<file path="src/rtl/codix_risc_mem_arbiter.sv">
// rtl/codix_risc_mem_arbiter.sv - two-port (fetch/data) arbiter onto a single-port synchronous memory
// Alternating priority on contention; misaligned accesses are answered with an error, never reach memory.
module codix_risc_mem_arbiter #(
    parameter int AW    = 32,
    parameter int DW    = 32,
    parameter int CNT_W = 16
) (
    input  logic             CLK,
    input  logic             RST,
    input  logic             halt,
    input  logic             i_req,
    input  logic [AW-1:0]    i_addr,
    output logic             i_ack,
    output logic             i_err,
    output logic [DW-1:0]    i_rdata,
    input  logic             d_req,
    input  logic             d_we,
    input  logic [AW-1:0]    d_addr,
    input  logic [DW-1:0]    d_wdata,
    output logic             d_ack,
    output logic             d_err,
    output logic [DW-1:0]    d_rdata,
    output logic             mem_en,
    output logic             mem_we,
    output logic [AW-1:0]    mem_addr,
    output logic [DW-1:0]    mem_wdata,
    input  logic [DW-1:0]    mem_rdata,
    output logic             busy,
    output logic [CNT_W-1:0] i_cnt,
    output logic [CNT_W-1:0] d_cnt
);

    typedef enum logic [1:0] {IDLE, ISSUE, RESP, ERR} state_t;

    state_t         state;
    logic           owner_d;
    logic           we_r;
    logic           last_d;

    logic           i_elig;
    logic           d_elig;
    logic           grant;
    logic           pick_d;
    logic [AW-1:0]  g_addr;
    logic [DW-1:0]  g_wdata;
    logic           g_we;
    logic           g_ok;

    // The port being acknowledged this cycle may not win again in the same cycle.
    always_comb begin
        i_elig  = i_req && !(state == RESP && !owner_d);
        d_elig  = d_req && !(state == RESP && owner_d);
        grant   = (state != ISSUE) && (state != ERR) && !halt && (i_elig || d_elig);
        pick_d  = d_elig && (!i_elig || !last_d);
        g_addr  = pick_d ? d_addr : i_addr;
        g_wdata = pick_d ? d_wdata : '0;
        g_we    = pick_d && d_we;
        g_ok    = (g_addr[1:0] == 2'b00);
    end

    assign busy    = (state != IDLE);
    assign i_rdata = (i_ack && !i_err) ? mem_rdata : '0;
    assign d_rdata = (d_ack && !d_err && !we_r) ? mem_rdata : '0;

    // ERR mirrors the memory slot of ISSUE so error responses keep the same two-cycle latency.
    always_ff @(posedge CLK) begin
        if (RST) begin
            state     <= IDLE;
            owner_d   <= 1'b0;
            we_r      <= 1'b0;
            last_d    <= 1'b1;
            i_ack     <= 1'b0;
            i_err     <= 1'b0;
            d_ack     <= 1'b0;
            d_err     <= 1'b0;
            mem_en    <= 1'b0;
            mem_we    <= 1'b0;
            mem_addr  <= '0;
            mem_wdata <= '0;
            i_cnt     <= '0;
            d_cnt     <= '0;
        end else begin
            i_ack  <= 1'b0;
            i_err  <= 1'b0;
            d_ack  <= 1'b0;
            d_err  <= 1'b0;
            mem_en <= 1'b0;
            mem_we <= 1'b0;
            case (state)
                ISSUE: begin
                    state <= RESP;
                    if (owner_d) d_ack <= 1'b1;
                    else         i_ack <= 1'b1;
                end
                ERR: begin
                    state <= RESP;
                    if (owner_d) begin
                        d_ack <= 1'b1;
                        d_err <= 1'b1;
                    end else begin
                        i_ack <= 1'b1;
                        i_err <= 1'b1;
                    end
                end
                default: begin
                    if (grant) begin
                        last_d  <= pick_d;
                        owner_d <= pick_d;
                        we_r    <= g_we;
                        if (g_ok) begin
                            state     <= ISSUE;
                            mem_en    <= 1'b1;
                            mem_we    <= g_we;
                            mem_addr  <= g_addr;
                            mem_wdata <= g_wdata;
                            if (pick_d) begin
                                if (d_cnt != {CNT_W{1'b1}}) d_cnt <= d_cnt + CNT_W'(1);
                            end else begin
                                if (i_cnt != {CNT_W{1'b1}}) i_cnt <= i_cnt + CNT_W'(1);
                            end
                        end else begin
                            state <= ERR;
                        end
                    end else begin
                        state <= IDLE;
                    end
                end
            endcase
        end
    end

endmodule
</file>
<file path="config.mk">
export PLATFORM = sky130hd
export DESIGN_NAME = codix_risc_mem_arbiter
export DESIGN_NICKNAME = d
export VERILOG_FILES = /design/src/rtl/codix_risc_mem_arbiter.sv
export SDC_FILE = /design/constraint.sdc
export NUM_CORES = 1
export LEC_CHECK = 0
export BUFFER_PORTS_ARGS = -buffer_cell sky130_fd_sc_hd__buf_2
export CORE_MARGIN = 3
export CORE_UTILIZATION = 39
export CTS_CLUSTER_SIZE = 24
export DETAILED_ROUTE_END_ITERATION = 16
export PLACE_DENSITY = 0.77
export SKIP_LAST_GASP = 1
export SYNTH_ARGS = -nofsm -noshare
export SYNTH_HDL_FRONTEND = slang
export SYNTH_SLANG_ARGS = --single-unit
</file>
<file path="constraint.sdc">
create_clock -name CLK -period 2.1 [get_ports CLK]
set_input_delay 0.42 -clock CLK [delete_from_list [all_inputs] [get_ports CLK]]
set_output_delay 0.42 -clock CLK [all_outputs]
set_load 0.01 [all_outputs]
</file>
==> results of run 1 <==
[cell usage after synthesis (all sizes together) (2+ instances only)]
master / count / area, sq um
dfxtp: 107 / 2140
and2: 69 / 432
nor2: 68 / 255
a211oi: 33 / 260
a22o: 32 / 280
o22ai: 30 / 188
clkbuf: 26 / 97.6
xnor2: 21 / 184
buf: 17 / 92.6
nand3: 16 / 80.1
nor4: 15 / 113
nand2: 10 / 37.5
a21oi: 9 / 48.8
and3: 8 / 50.1
nand4: 8 / 50.1
a2111oi: 6 / 80.1
inv: 4 / 15.0
nor3: 4 / 30.0
or2: 4 / 25.0
a31oi: 3 / 18.8
mux2i: 3 / 30.0
nand2b: 3 / 18.8
nor2b: 3 / 18.8
a21bo: 2 / 20.0
a21o: 2 / 15.0
and4: 2 / 17.5
ha: 2 / 25.0
nand3b: 2 / 15.0
nand4bb: 2 / 22.5
nor4b: 2 / 17.5
o21a: 2 / 15.0
[power groups by stage]
stage	Combinational (mW)	Sequential (mW)	Clock, mW
after floorplan	0.237	2.18	0
after global placement	0.555	2.15	0
after detailed placement	0.563	2.16	0
after CTS	0.566	2.11	1.71
after global routing	0.629	2.12	1.78
final	0.578	2.11	1.66
[layer usage]
layer	up-vias	share of wire (%)	wire (microns)	global-route usage, %
li1	2520	-	-	-
met1	2336	42	7160	28.9
met2	203	48	8280	36.2
met3	38	6.4	1090	4.94
met4	0	3.3	567	9.79
met5	-	0	0	0
[worst max-delay path, cell delays in order (launching register included)]
cell and delay [ns]:
dfxtp_2 0.37, and3b_1 0.22, a2111o_2 0.57, buf_4 0.21, a2111oi_2 0.34, xnor2_1 0.18
nor2_1 0.05
[registers in the layout, indices dropped and copies added (netlist names), 2 cells and up]
signal     cells
d_cnt         16
i_cnt         16
mem_wdata     32
mem_addr      32
state          2
[stage by stage]
step                      TNS (ns)  util (%)
final                            0      58.2
after global routing       -0.0533      58.2
after CTS                        0      57.7
after detailed placement    -12.90      55.3
after global placement      -10.86      55.3
after floorplan                  0         -
[area by class of cell]
class	count	share of cell area, %
well taps	168	2.99
clock inverters	6	0.730
repair buffers	333	25.8
multi-input cells	376	36.3
flip-flops and latches	107	30.5
inverters	4	0.214
clock buffers	10	3.40
[kinds of logic (layout without fill, tap and decap cells)]
group / Yosys count / after routing / share of synthesized area, %
simple gates: 222 / 222 / 25.4
compound gates: 126 / 127 / 20.7
flops: 107 / 107 / 44.4
buf+inv: 47 / 353 / 4.25
xor+xnor: 21 / 21 / 3.81
mux: 4 / 4 / 0.856
fa+ha+maj: 2 / 2 / 0.518
[how the worst max path moves through the flow]
| stage | depth (start not counted) | endpoint | start | slack (ns) |
|---|---|---|---|---|
| CTS | 6 | mem_addr[5] | state[0] | 0.04 |
| floorplan | 7 | mem_wdata[10] | d_addr[0] | 0.04 |
| global placement | 7 | d_cnt[12] | d_addr[0] | -0.19 |
| global route | 6 | d_cnt[11] | state[0] | -0.02 |
| finish | 6 | d_cnt[11] | state[0] | 0.04 |
| detailed placement | 7 | mem_addr[5] | d_addr[0] | -0.23 |
==> run metrics, run 1 <==
status finished clean; post-route ant nets 0; Rows 40; Max-cap violations 0; critical path capture point type register; Die W 117 microns; maximum VDD drop around 370 uV; Final Hold Vio Count 0; part of the power in combinational logic about an eighth; period utilisation layout 98.0%; Switching Share 26.4%; Avg Inst Size Synth 9.12 sq um; Crit path required time 2.33 ns; Post-DP Area 6670 sq um; multi-input logic area ~2600 sq um; Final Skew between 0.01 and 0.015 ns; DR vias 5097; Max Freq 0.486 GHz; die height 117 microns; Initial Util 40.0%; NetSw between 1 and 1.5 mW; most common cell after layout, fill and taps aside buf_2; Crit Path Class reg2reg; clk_lat worst skew 0.35 ns; worst slew pin tran 0.477 ns; endpoints failing setup 0; Total GRT Usage 22.5%; Finished Layout Cells 1004; most frequent cells in the layout buf_2, dfxtp_1, and2_1; R2R Setup Slk 0.04 ns; main flop type after synthesis dfxtp_1; CTS tree done; CTS Hold Bufs 0; Final Routed Wirelength about 17 mm; area grow syn2layout 45.5%; Rel. slew slack 68.2%; Setup WS post-layout between 0.04 and 0.05 ns; Max clock buf depth 2; GP Congestion between 0.8 and 0.9; Clk network pwr share 38.2%; IO Count 301; share of post-route cells with drive strength above 1 44.9%; Reg2Reg Depth 6; hold crit path type in2reg; grt total ovfl 0; Crit Path Max Fanout 6; Worst Setup Start Kind register; Slew Limit Fails 0; final net count 967; Tmin final approximately 2.1 ns; DRT iter0 DRCs 393; number of remaining DRC errors 0; r2r startpoint state[0]; Lkg Pwr 3.36 nW; yosys warns 0; Worst EP arrival 2.29 ns; first-pass GRT wire length 23.8 mm; largest net degree at the start of global routing 33; vias in the first global route 4461; Via density 5.08; EDFF count, synth 0; hold slack 0.274 ns; core area 12100 sq um; Synth Instances 529; clk root buf clkbuf_16; drt pass-1 iters 4; PD cells 619 nW/um^2; CTS resizes 0; Async SR Flop Fraction 0%; #FFs+latches synth between 100 and 150; Post-CTS Setup Repair Bufs 0; # port buffers 300; Avg WL per Cell 17.0 microns; RSZ-0062 raised after global routing yes; fill count 1106; minimum setup slack after placement -0.235 ns; TritonCTS Buffers 9; register area share after synthesis 44.4%; Overall Power 4.35 mW; Final Instance Area 7020 sq um; register area 2140 sq um; H-tree Lvls 3; HP Start d_wdata[9]; syn nets 665; clk sink count 107; clock-pin slew on the worst setup and hold paths 0.07 ns; diodes inserted 0; initial antenna violation count 0; Int Pwr 3.20 mW; Synth cell types 52; die area 13700 sq um; mapped cell area about 4800 sq um; Worst Hold Endpoint mem_wdata[9]; Post-DP HPWL roughly 13 mm; post-placement cell count 987; Reg-to-Reg End d_cnt[11]; Hold Crit Depth 2; Reg power frac 48.5%
Note: power is estimated with default switching activity, not from simulation.
==> run 2: changes to the inputs <==
--- a/config.mk
+++ b/config.mk
@@ -5,12 +5,13 @@
 export SDC_FILE = /design/constraint.sdc
 export NUM_CORES = 1
 export LEC_CHECK = 0
+export ABC_AREA = 1
 export BUFFER_PORTS_ARGS = -buffer_cell sky130_fd_sc_hd__buf_2
 export CORE_MARGIN = 3
-export CORE_UTILIZATION = 39
+export CORE_UTILIZATION = 40
 export CTS_CLUSTER_SIZE = 24
 export DETAILED_ROUTE_END_ITERATION = 16
-export PLACE_DENSITY = 0.77
+export PLACE_DENSITY = 0.76
 export SKIP_LAST_GASP = 1
 export SYNTH_ARGS = -nofsm -noshare
 export SYNTH_HDL_FRONTEND = slang
==> run metrics, run 2 <==
grt total ovfl 0 (unchanged); final net count 1254 (+30%); Final Hold Vio Count 0 (unchanged); vias in the first global route 5307 (+19%); post-placement cell count 1279 (+30%); Rel. slew slack 55.1% (-13 points); Synth cell types 29 (-44%); register area share after synthesis 39.8% (-4.6 points); main flop type after synthesis dfxtp_1; CTS Hold Bufs 0 (unchanged); clock-pin slew on the worst setup and hold paths 0.07 ns (about the same); number of remaining DRC errors 0 (unchanged); Final Routed Wirelength 16.8 mm (-1.8%); r2r startpoint i_cnt[0]; Final Instance Area 7310 sq um (+4.1%); CTS tree done; area grow syn2layout 35.8%; Lkg Pwr 3.82 nW (+13%); most frequent cells in the layout buf_2, nand2_1, nor2_1; Finished Layout Cells 1297 (+29%); Avg WL per Cell 12.9 microns (-24%); H-tree Lvls 3 (unchanged); Crit path required time 2.37 ns (+0.04 ns); Post-DP HPWL 12.9 mm (-1.9%); share of post-route cells with drive strength above 1 31.9% (-13 points); synth cell count leaders nand2_1, nor2_1, dfxtp_1; PD cells 593 nW/um^2 (-4.3%); Hold Crit Depth 3 (+1); clk root buf clkbuf_16; first-pass GRT wire length 25.4 mm (+7.0%); post-route ant nets 0 (unchanged); Slew Limit Fails 0 (unchanged); Crit Path Class reg2reg; core area 12900 sq um (+6.8%); GP Congestion 0.907 (+8.0%); EDFF count, synth 0 (unchanged); RSZ-0062 raised after global routing no; Final Skew 0.00505 ns (-0.00603 ns); most common cell in the netlist nand2_1; most common cell after layout, fill and taps aside buf_2; mapped cell area 5380 sq um (+12%); DR vias 6051 (+19%); Tmin final 1.87 ns (-0.188 ns); Setup WS post-layout 0.230 ns (+0.188 ns); initial antenna violation count 2 (+2); post-synth top area share 39.8% (-4.6 points); Die W 122 microns (+4.1%); Worst Setup Start Kind register; largest area contributor in the netlist dfxtp_1; hold crit path type in2reg; period utilisation layout 89.0% (-9.0 points); maximum VDD drop 504 uV (+38%); Max Freq 0.535 GHz (+10%); top post-synthesis cells by area dfxtp_1, nand2_1, nor2_1, a21oi_1, nand3_1; Post-DP Area 7010 sq um (+5.1%); Initial Util 41.8% (+1.8 points); HP Start d_wdata[0]; #FFs+latches synth 107 (unchanged); largest net degree at the start of global routing 64 (+94%); Overall Power 4.33 mW (-0.38%); hold slack 0.327 ns (+0.0533 ns); Total GRT Usage 21.3% (-1.2 points); endpoints failing setup 0 (unchanged); yosys warns 0 (unchanged); TritonCTS Buffers 9 (unchanged); CTS resizes 0 (unchanged); minimum setup slack after placement 0.248 ns (+0.483 ns); Rows 41 (+2.5%); Util after Layout 56.8% (-1.5 points); syn nets 969 (+46%); # port buffers 300 (unchanged); worst slew pin tran 0.673 ns (+0.196 ns); Reg-to-Reg End i_cnt[6]; die height 122 microns (+4.1%); Worst Hold Endpoint mem_wdata[0]; clk sink count 107 (unchanged); Max clock buf depth 2 (unchanged); largest registers mem_addr x32, mem_wdata x32; Crit Path Max Fanout 14 (+8); Max-cap violations 0 (unchanged); critical path capture point type register; Avg Inst Size Synth 6.46 sq um (-29%); R2R Setup Slk 0.23 ns (+0.19 ns); Async SR Flop Fraction 0% (unchanged); Setup TNS 0 ns (unchanged); Worst EP arrival 2.14 ns (-0.15 ns); clk_lat worst skew 0.34 ns (about the same); drt pass-1 iters 4 (unchanged); Reg2Reg Depth 7 (+1); Synth Instances 833 (+57%); DRT iter0 DRCs 217 (-45%); IO Count 301 (unchanged); status finished clean; Via density 4.67 (-8.1%); die area 14900 sq um (+8.3%); Post-CTS Setup Repair Bufs 0 (unchanged)
-- run 2: changes by cell type after synthesis, moves of 16 or more --
| cell | change |
|---|---|
| nand3_1 | +32 |
| o21ai_1 | +26 |
| a21oi_1 | +55 |
| nor2_1 | +101 |
| a211oi_1 | -32 |
| o22ai_1 | -30 |
| inv_1 | +55 |
| and2_1 | -68 |
| xnor2_1 | -16 |
| nand2_1 | +243 |
| a22o_1 | -32 |
-- run 2: how the worst max path moves through the flow --
stage | to | start | slack (ns) | cells after the start
2_1_floorplan | i_cnt[0] | i_cnt[0] | 0.44 | 7
3_3_place_gp | i_cnt[6] | i_cnt[0] | 0.30 | 7
3_5_place_dp | i_cnt[2] | i_cnt[0] | 0.25 | 7
4_1_cts | i_cnt[6] | i_cnt[0] | 0.22 | 7
5_1_grt | i_cnt[3] | i_cnt[0] | 0.02 | 7
6_report | i_cnt[6] | i_cnt[0] | 0.23 | 7
-- run 2: layout make-up --
class | instances | area (sq um)
Timing Repair Buffer | 317 | 1670
Multi-Input combinational cell | 620 | 2750
Sequential cell | 107 | 2140
Antenna cell | 2 | 5.00
Clock inverter | 5 | 52.6
Inverter | 63 | 236
Fill cell | 1330 | 5570
Clock buffer | 11 | 243
Tap cell | 172 | 215
-- run 2: cells by family (layout without fill, tap and decap cells) --
family                     count (synthesis)  in the layout  share of synthesized area [%]
adders and majority gates                  2              2                          0.465
DFF                                      107            107                           39.8
AOI/OAI and AO/OA                         99             99                           9.20
other                                      0              2                              0
buffers and inverters                    106            396                           9.16
and+or+nand+nor                          504            504                           38.9
xor gates and xnor gates                  15             15                           2.44
-- run 2: worst max-delay path: stages (launching register included) --
cell and delay, ns:
dfxtp_1 0.43, ha_1 0.29, nand2_1 0.12, nor2_4 0.22
nand4_4 0.21, nand2_2 0.30, nand2_1 0.09, a21oi_1 0.13
-- run 2: where the power goes --
part,switching (mW),leakage [nW],internal [mW]
Combinational,0.330,2.81,0.231
Sequential,0.0267,0.866,2.08
Clock,0.717,0.145,0.952
-- run 2: routing by layer --
layer	vias to the layer above	part of all wire, %	global-route usage (%)
li1	3164	-	-
met1	2631	40	23.8
met2	226	49	38.1
met3	30	8.1	5.29
met4	0	2.8	9.59
met5	-	0	0
